<file path="src/rtl/pipeline_run_ctrl_pkg.sv">
// -----------------------------------------------------------------------------
// pipeline_run_ctrl_pkg
//   Shared definitions for the MIPS pipeline execution controller:
//   FSM state encoding, state width and the default drain length.
// -----------------------------------------------------------------------------
package pipeline_run_ctrl_pkg;

    localparam int STATE_W              = 3;
    localparam int DRAIN_CYCLES_DEFAULT = 4;

    typedef enum logic [STATE_W-1:0] {
        ST_IDLE      = 3'd0,
        ST_RUN       = 3'd1,
        ST_STEP_WAIT = 3'd2,
        ST_STEP_EXEC = 3'd3,
        ST_DRAIN     = 3'd4,
        ST_DONE      = 3'd5
    } run_state_e;

    // States in which the pipeline latches advance.
    function automatic logic pipe_active(input run_state_e s);
        return (s == ST_RUN) || (s == ST_STEP_EXEC) || (s == ST_DRAIN);
    endfunction

endpackage

</file>
<file path="src/rtl/sat_counter.sv">
// -----------------------------------------------------------------------------
// sat_counter
//   Up-counter that sticks at all-ones instead of wrapping.
//   Ports:
//     i_clk    system clock
//     i_reset  synchronous active-high reset (count -> 0)
//     i_clear  synchronous clear (count -> 0), lower priority than reset
//     i_inc    increment enable
//     o_count  current count, LEN bits
// -----------------------------------------------------------------------------
module sat_counter #(
    parameter int LEN = 32
) (
    input  logic           i_clk,
    input  logic           i_reset,
    input  logic           i_clear,
    input  logic           i_inc,
    output logic [LEN-1:0] o_count
);

    logic [LEN-1:0] count_q;

    // NOTE: sequential state is written with non-blocking assignments only, so
    // every flop samples the pre-edge values of the others.
    always_ff @(posedge i_clk) begin
        if (i_reset) begin
            count_q <= '0;
        end else if (i_clear) begin
            count_q <= '0;
        end else if (i_inc && (count_q != '1)) begin
            count_q <= count_q + LEN'(1);
        end
    end

    assign o_count = count_q;

endmodule

</file>
<file path="src/rtl/pipeline_run_ctrl.sv">
// -----------------------------------------------------------------------------
// pipeline_run_ctrl
//   Execution controller for the MIPS pipeline. Sequences the datapath in
//   continuous-run or single-step mode, stops fetching on HALT, drains the
//   pipeline until HALT retires and then reports done. Also counts enabled
//   cycles and committed (non-$0) register writes for the debug unit.
//   Ports:
//     i_clk, i_reset       clock, synchronous active-high reset
//     i_start_run          start continuous execution (IDLE only)
//     i_start_step         enter single-step mode (IDLE only)
//     i_step               advance one cycle (STEP_WAIT only)
//     i_halt_fetched       IF holds a HALT opcode
//     i_RegWrite,
//     i_write_reg          write-back stage register-write snoop
//     o_pipe_enable        global pipeline/latch enable
//     o_fetch_enable       PC update / IF enable
//     o_cycle_count        saturating count of enabled cycles
//     o_wb_count           saturating count of committed register writes
//     o_done               program finished
//     o_state              current FSM state
// -----------------------------------------------------------------------------
module pipeline_run_ctrl
    import pipeline_run_ctrl_pkg::*;
#(
    parameter int LEN                  = 32,
    parameter int NB_ADDRESS_REGISTROS = 5,
    parameter int DRAIN_CYCLES         = DRAIN_CYCLES_DEFAULT  // must be >= 1
) (
    input  logic                            i_clk,
    input  logic                            i_reset,
    input  logic                            i_start_run,
    input  logic                            i_start_step,
    input  logic                            i_step,
    input  logic                            i_halt_fetched,
    input  logic                            i_RegWrite,
    input  logic [NB_ADDRESS_REGISTROS-1:0] i_write_reg,
    output logic                            o_pipe_enable,
    output logic                            o_fetch_enable,
    output logic [LEN-1:0]                  o_cycle_count,
    output logic [LEN-1:0]                  o_wb_count,
    output logic                            o_done,
    output logic [STATE_W-1:0]              o_state
);

    localparam int                 DRAIN_W    = $clog2(DRAIN_CYCLES + 1);
    localparam logic [DRAIN_W-1:0] DRAIN_LOAD = DRAIN_W'(DRAIN_CYCLES);
    localparam logic [DRAIN_W-1:0] DRAIN_ONE  = DRAIN_W'(1);

    run_state_e         state_q, state_d;
    logic [DRAIN_W-1:0] drain_q, drain_d;
    logic               halt_seen_q, halt_seen_d;
    logic               clear_cnt;
    logic               pipe_enable_q, fetch_enable_q, done_q;
    logic               wb_inc;

    // Next-state logic.
    // NOTE: every signal gets a default before the case statement so that no
    // path leaves it unassigned, which would otherwise infer a latch.
    always_comb begin
        state_d     = state_q;
        drain_d     = drain_q;
        halt_seen_d = halt_seen_q;
        clear_cnt   = 1'b0;

        case (state_q)
            ST_IDLE: begin
                if (i_start_run) begin
                    state_d     = ST_RUN;
                    clear_cnt   = 1'b1;
                    halt_seen_d = 1'b0;
                end else if (i_start_step) begin
                    state_d     = ST_STEP_WAIT;
                    clear_cnt   = 1'b1;
                    halt_seen_d = 1'b0;
                end
            end

            ST_RUN: begin
                if (i_halt_fetched) begin
                    state_d = ST_DRAIN;
                    drain_d = DRAIN_LOAD;
                end
            end

            // drain_q counts the remaining enabled cycles including this one.
            ST_DRAIN: begin
                drain_d = drain_q - DRAIN_ONE;
                if (drain_q == DRAIN_ONE) begin
                    state_d = ST_DONE;
                end
            end

            ST_STEP_WAIT: begin
                if (i_step) begin
                    state_d = ST_STEP_EXEC;
                end
            end

            // Stepped equivalent of RUN/DRAIN: HALT detection and drain
            // countdown advance once per executed step.
            ST_STEP_EXEC: begin
                state_d = ST_STEP_WAIT;
                if (!halt_seen_q) begin
                    if (i_halt_fetched) begin
                        halt_seen_d = 1'b1;
                        drain_d     = DRAIN_LOAD;
                    end
                end else if (drain_q == DRAIN_ONE) begin
                    state_d = ST_DONE;
                end else begin
                    drain_d = drain_q - DRAIN_ONE;
                end
            end

            ST_DONE: begin
                state_d = ST_DONE;
            end

            default: begin
                state_d = ST_IDLE;
            end
        endcase
    end

    // State register. Outputs are decoded from the next state and registered
    // alongside it, so they line up with state_q without any input-to-output
    // combinational path.
    always_ff @(posedge i_clk) begin
        if (i_reset) begin
            state_q        <= ST_IDLE;
            drain_q        <= '0;
            halt_seen_q    <= 1'b0;
            pipe_enable_q  <= 1'b0;
            fetch_enable_q <= 1'b0;
            done_q         <= 1'b0;
        end else begin
            state_q        <= state_d;
            drain_q        <= drain_d;
            halt_seen_q    <= halt_seen_d;
            pipe_enable_q  <= pipe_active(state_d);
            fetch_enable_q <= (state_d == ST_RUN) ||
                              ((state_d == ST_STEP_EXEC) && !halt_seen_d);
            done_q         <= (state_d == ST_DONE);
        end
    end

    // Writes to $0 are architecturally discarded and never counted.
    assign wb_inc = pipe_enable_q && i_RegWrite && (i_write_reg != '0);

    sat_counter #(.LEN(LEN)) u_cycle_cnt (
        .i_clk   (i_clk),
        .i_reset (i_reset),
        .i_clear (clear_cnt),
        .i_inc   (pipe_enable_q),
        .o_count (o_cycle_count)
    );

    sat_counter #(.LEN(LEN)) u_wb_cnt (
        .i_clk   (i_clk),
        .i_reset (i_reset),
        .i_clear (clear_cnt),
        .i_inc   (wb_inc),
        .o_count (o_wb_count)
    );

    assign o_pipe_enable  = pipe_enable_q;
    assign o_fetch_enable = fetch_enable_q;
    assign o_done         = done_q;
    assign o_state        = state_q;

endmodule

</file>
<file path="config.mk">
export PLATFORM = sky130hd
export DESIGN_NAME = pipeline_run_ctrl
export DESIGN_NICKNAME = d
export VERILOG_FILES = /design/src/rtl/pipeline_run_ctrl_pkg.sv /design/src/rtl/sat_counter.sv /design/src/rtl/pipeline_run_ctrl.sv
export SDC_FILE = /design/constraint.sdc
export NUM_CORES = 1
export LEC_CHECK = 0
export CAP_MARGIN = 10
export CORE_ASPECT_RATIO = 0.6
export CORE_MARGIN = 4
export CORE_UTILIZATION = 55
export CTS_CLUSTER_SIZE = 40
export DETAILED_ROUTE_END_ITERATION = 16
export GPL_TIMING_DRIVEN = 1
export MAX_ROUTING_LAYER = met4
export PLACE_DENSITY = 0.85
export SLEW_MARGIN = 20
export SYNTH_ARGS = -nofsm -noshare
export SYNTH_HDL_FRONTEND = slang
export SYNTH_HIERARCHICAL = 1
export SYNTH_SLANG_ARGS = --single-unit
</file>
<file path="constraint.sdc">
create_clock -name i_clk -period 5.1 [get_ports i_clk]
set_input_delay 1.275 -clock i_clk [delete_from_list [all_inputs] [get_ports i_clk]]
set_output_delay 1.275 -clock i_clk [all_outputs]
set_load 0.02 [all_outputs]
</file>
# [Word-level counts from Yosys, hierarchy flattened]
# Cells that the tools add are included.
# Widths: inputs -> output; s select.
[op_classes] n_div=0 n_mul=0 mux=20 n_reduce_logical=14 n_shift=0 add_sub_neg=3 magnitude_cmp=0 n_eq_ne=13 n_bitwise=0
[ops] op="$add 32x1->32 const B" count=2
[ops] op="$ne 32x32->1 const B" count=2
[ops] op="$mux 3" count=10
[ops] op="$pmux 3 s6" count=1
[ops] op="$eq 3x3->1 const B" count=4
[ops] op="$eq 3x1->1 const B" count=3
[ops] op="$eq 3x2->1 const B" count=3
[ops] op="$pmux 3 s3" count=1
[ops] op="$mux 1" count=7
[ops] op="$logic_and 1x1->1" count=5
[ops] op="$reduce_bool 5->1" count=1
[ops] op="$logic_not 3->1" count=1
[ops] op="$logic_or 1x1->1" count=3
[ops] op="$ne 3x3->1 const B" count=1
[ops] op="$reduce_bool 3->1" count=1
[ops] op="$sub 3x1->3 const B" count=1
[ops] op="$pmux 1 s2" count=1
[ops] op="$reduce_and 2->1" count=1
[ops] op="$reduce_or 2->1" count=1
[ops] op="$logic_not 1->1" count=1
[word_totals] latchBits=0 ramBits=0 mem_bits_ro=0 inputBits=12 mem_count=0 wordCells=58 ff_bits=74 out_inout_bits=70

# [Depth between registers and ports, before layout]
[logic_depth] word_depth=7 depth_mapped=8 mapped_depth_nobuf=7

# [Hierarchy]
# The synthesis kept the hierarchy.
[by_module_without_submodules] module="sat_counter" area_per_inst_um2=1620.3 cells_each=198 n_inst=2
[by_module_without_submodules] module="pipeline_run_ctrl" area_per_inst_um2=643.1 cells_each=74 n_inst=1

# [Worst setup path before layout]
# OpenSTA, ideal clock, no wires.
[synth_path] path_kind="in2reg" from="input i_write_reg[1]" to="register u_wb_cnt.count_q[26], in the netlist u_wb_cnt/o_count[26]" t_required_ns=5.030 setup_ns=0.070 cell_stages=7 arrival_time_ns=2.995 slack_ns=2.034 n_path_buf=0 cell_sequence="or3_1 > o311a_1 > nand4_1 > or4_4 > or4_4 > or3_1 > a21oi_1"
[synth_between] elab_chain_cells=3
[synth_lines] element="start: declaration" line="pipeline_run_ctrl.sv:36" rtl="input logic [NB_ADDRESS_REGISTROS-1:0] i_write_reg,"
[synth_lines] element="$reduce_bool 5->1" line="pipeline_run_ctrl.sv:148" rtl="assign wb_inc = pipe_enable_q && i_RegWrite && (i_write_reg != '0);"
[synth_lines] element="$logic_and 1x1->1" line="pipeline_run_ctrl.sv:148"
[synth_lines] element="named net wb_inc" line="pipeline_run_ctrl.sv:54" rtl="logic wb_inc;"
[synth_lines] element="$logic_and 1x1->1" line="sat_counter.sv:30" rtl="end else if (i_inc && (count_q != '1)) begin"
[synth_lines] element="end signal: assignment" line="sat_counter.sv:31" rtl="count_q <= count_q + LEN'(1);"
[synth_lines] element="end: declaration" line="sat_counter.sv:21" rtl="logic [LEN-1:0] count_q;"
# The timed path passes the listed nets, and every way through them passes these cells.
# A chain may end at the register's enable or synchronous reset.

# [Final worst setup path]
# Ends and elaborated chain as after synthesis.

==> summary.md <==
| Metric | Value |
|---|---|
| All-Layer GR Usage | between 20% and 30% |
| Final Critical Period | 3.37 ns |
| Chip width | about 120 um |
| CTS Buffer Depth | 2 |
| Mapped Avg Cell Area | 8.26 um2 |
| Cell Rows | 23 |
| Largest cells by area after synthesis | dfxtp_1 38%, or3_1 5.2%, a21oi_1 4.3%, nand2_1 3.8%, o21ai_0 3.6% |
| Detail Route Antenna Nets | 0 |
| Max Cap Viol | 0 |
| Register area | 1480 um2 |
| Fin util | between 70% and 80% |
| Critical path endpoint category | flip-flop |
| Multi-input gate area | between 2000 and 2500 um2 |
| Critical path class | in2reg |
| Setup tns final | 0 ns |
| Worst hold path type | reg2reg |
| Most frequent cell after synthesis | dfxtp_1 |
| Drt wl/cell | 17.6 um |
| Slew headroom | between 40% and 50% |
| Count of cell types in the netlist | 55 |
| Slew Viols, Final | 0 |
| Max frequency | 297 MHz |
| Switching power | between 300 and 400 uW |
| Critical path arrival | 3.62 ns |
| Residual DRC count | 0 |
| PwrDens | between 200 and 300 nW/um2 |
| Yosys top cell area share | about two fifths |
| Drt total wl | about 11000 um |
| Main flop type after synthesis | dfxtp_1 |
| Share of cells above drive strength 1 | roughly 6.4% |
| Clk slew on worst S/H paths | ~0.050 ns |
| Clk Latency, worst-skew pair | roughly 0.33 ns |
| Cell count after synthesis | 470 |
| Nets | 559 |
| Switching share of power | 24.2% |
| Antenna Diode Count | 0 |
| Final hold vios | 0 |
| Grt total ovfl | 0 |
| Worst EP required | 5.35 ns |
| Final std cells w/o fill | between 600 and 700 |
| Pin count of the biggest net entering global routing | 31 |
| Half-perimeter wire length after placement | 8030 um |
| Cell Area, Synth | approximately 4000 um2 |
| Vias | 4062 |
| Post-synth top area cell | dfxtp_1 |
| Seq/Total Area, Yosys | 38.1% |
| Placed cells | slightly above 600 |
| Placed Area | ~4700 um2 |
| Initial antenna violation count | 0 |
| P_leak | ~0.0016 uW |
| Skew final | a little over 0.007 ns |
| Post-CTS Setup Bufs | 0 |
| Resized Gates After CTS | 0 |
| Peak supply drop | 0.000236 V |
| Slew @ Worst Pin | ~0.8 ns |
| Vias in the first global route | approximately 3700 |
| Sequential share of power | about 45% |
| CTS tree | built |
| Die Y | around 73 um |
| WHS | around 0.50 ns |
| Clk network pwr share | a little under half |
| # IOs | between 80 and 90 |
| CTS buffer count | 9 |
| Gpl congestion | just over 0.9 |
| Final setup violation count | 0 |
| Async SR Flop Fraction | 0% |
| Period utilisation layout | between 60% and 70% |
| Filler cell count | 519 |
| Die Outline Area | approximately 8500 um2 |
| Yosys warnings | 6 |
| Internal power | approximately 1000 uW |
| Comb power frac | 8.6% |
| Layout area overhead | 29.3% |
| FF+latch count, synth | 74 |
| Detailed Routing Iterations Pass 1 | 6 |
| Top cells by count, synth | 74 x dfxtp_1, 39 x nand2_1, 36 x nor2_1, 33 x a21oi_1, 32 x or3_1 |
| CTS root buf | clkbuf_16 |
| RSZ-0062 raised after global routing | false |
| Hold buffers post-CTS | 0 |
| # clock sinks | 74 |
| Initial core utilization | between 50% and 60% |
| Peak fanout along the critical path | 6 |
| EDFF count, synth | 0 |
| First-pass GRT wire length | 17900 um |
| Post-Layout Inst Area | about 5000 um2 |
| H-tree depth | 3 |
| Status | finished, final reports clean |
| Core area | between 6000 and 7000 um2 |
| DR iter-0 viols | a little over 400 |
| IO buf count | 81 |
| Post-synth net total | 486 |
| Crit start category | input port |
| Vias per cell | about 6.4 |
## metrics by stage
| step | total power (uW) | setup slack (ns) |
|---|---|---|
| after floorplan | 689 | 2.03 |
| after global placement | 724 | 1.48 |
| after CTS | 1350 | 1.76 |
| after detailed placement | 728 | 1.42 |
| after global routing | 1400 | 1.62 |
| final | 1350 | 1.73 |
## cells in the final DEF (no fill, tap or decap), types with 3 or more instances in the layout
cell,n
nor4_1,8
a31oi_1,9
nor2_1,36
or4b_1,3
ha_1,4
nand4_1,18
o311ai_0,4
or4_1,8
nand3_1,25
inv_1,14
xor2_1,4
o311a_1,3
nor3_1,9
o31ai_1,6
and3_1,4
nand2b_1,3
clkdlybuf4s50_1,81
and2_1,5
clkbuf_16,9
nand2_1,39
or4_4,4
o21ai_0,28
o211ai_1,7
xnor2_1,10
a41o_1,6
dfxtp_1,74
clkinv_2,3
a21oi_1,33
o21ai_1,11
a211oi_1,4
or3_1,32
## logic make-up (layout without fill, tap and decap cells)
family          after synthesis  after routing  synth area share (%)
simple gates                210            210                  30.4
compound gates              132            132                  22.6
flops                        74             74                  38.1
buf+inv                      35            113                  4.06
xor+xnor                     14             14                  3.16
fa+ha+maj                     4              4                  1.29
mux                           1              1                 0.386
## power groups by stage
stage	Sequential, uW	Clock [uW]	Combinational [uW]
after detailed placement	616	0	112
after global routing	605	667	124
after floorplan	615	0	73.9
after CTS	603	637	113
after global placement	615	0	109
final	604	629	116
## area by class of cell
type,count,area share [%]
Tap cell,87,2.17
Inverter,14,1.05
Sequential cell,74,29.5
Timing Repair Buffer,83,16.4
Clock inverter,5,1.07
Clock buffer,11,4.83
Multi-Input combinational cell,361,44.9
## path summary, 6_finish.rpt
path	startpoint	endpoint	cells past startpoint	slack [ns]
setup / recovery	i_write_reg[1]	u_wb_cnt/o_count[26]$_SDFFE_PP0P_	8	1.73
hold / removal	drain_q[0]$_SDFFE_PP0P_	drain_q[0]$_SDFFE_PP0P_	1	0.50
setup reg to reg	u_wb_cnt/o_count[8]$_SDFFE_PP0P_	u_wb_cnt/o_count[11]$_SDFFE_PP0P_	5	2.52
hold reg to reg	drain_q[0]$_SDFFE_PP0P_	drain_q[0]$_SDFFE_PP0P_	1	0.50
## metal layers
| metal | track usage [%] | wire length (um) |
|---|---|---|
| met5 | - | 0 |
| met4 | 5.53 | 57 |
| met3 | 8.62 | 944 |
| met2 | 38.2 | 4790 |
| met1 | 38.8 | 5380 |
## critical path, stage by stage
cell and delay [ns]:
clkdlybuf4s50_1 0.45, or3_1 0.10, o311a_1 0.31, nand4_1 0.13, or4_4 0.44, or4_4 0.46
or3_1 0.32, a21oi_1 0.14
## registers in the layout, indices dropped and copies added, names as in the netlist
name and cells:
u_cycle_cnt/o_count 32, u_wb_cnt/o_count 32, drain_q 3, o_state 3
halt_seen_q 1, o_done 1, o_fetch_enable 1, o_pipe_enable 1
Note: power is estimated with default switching activity, not from simulation.
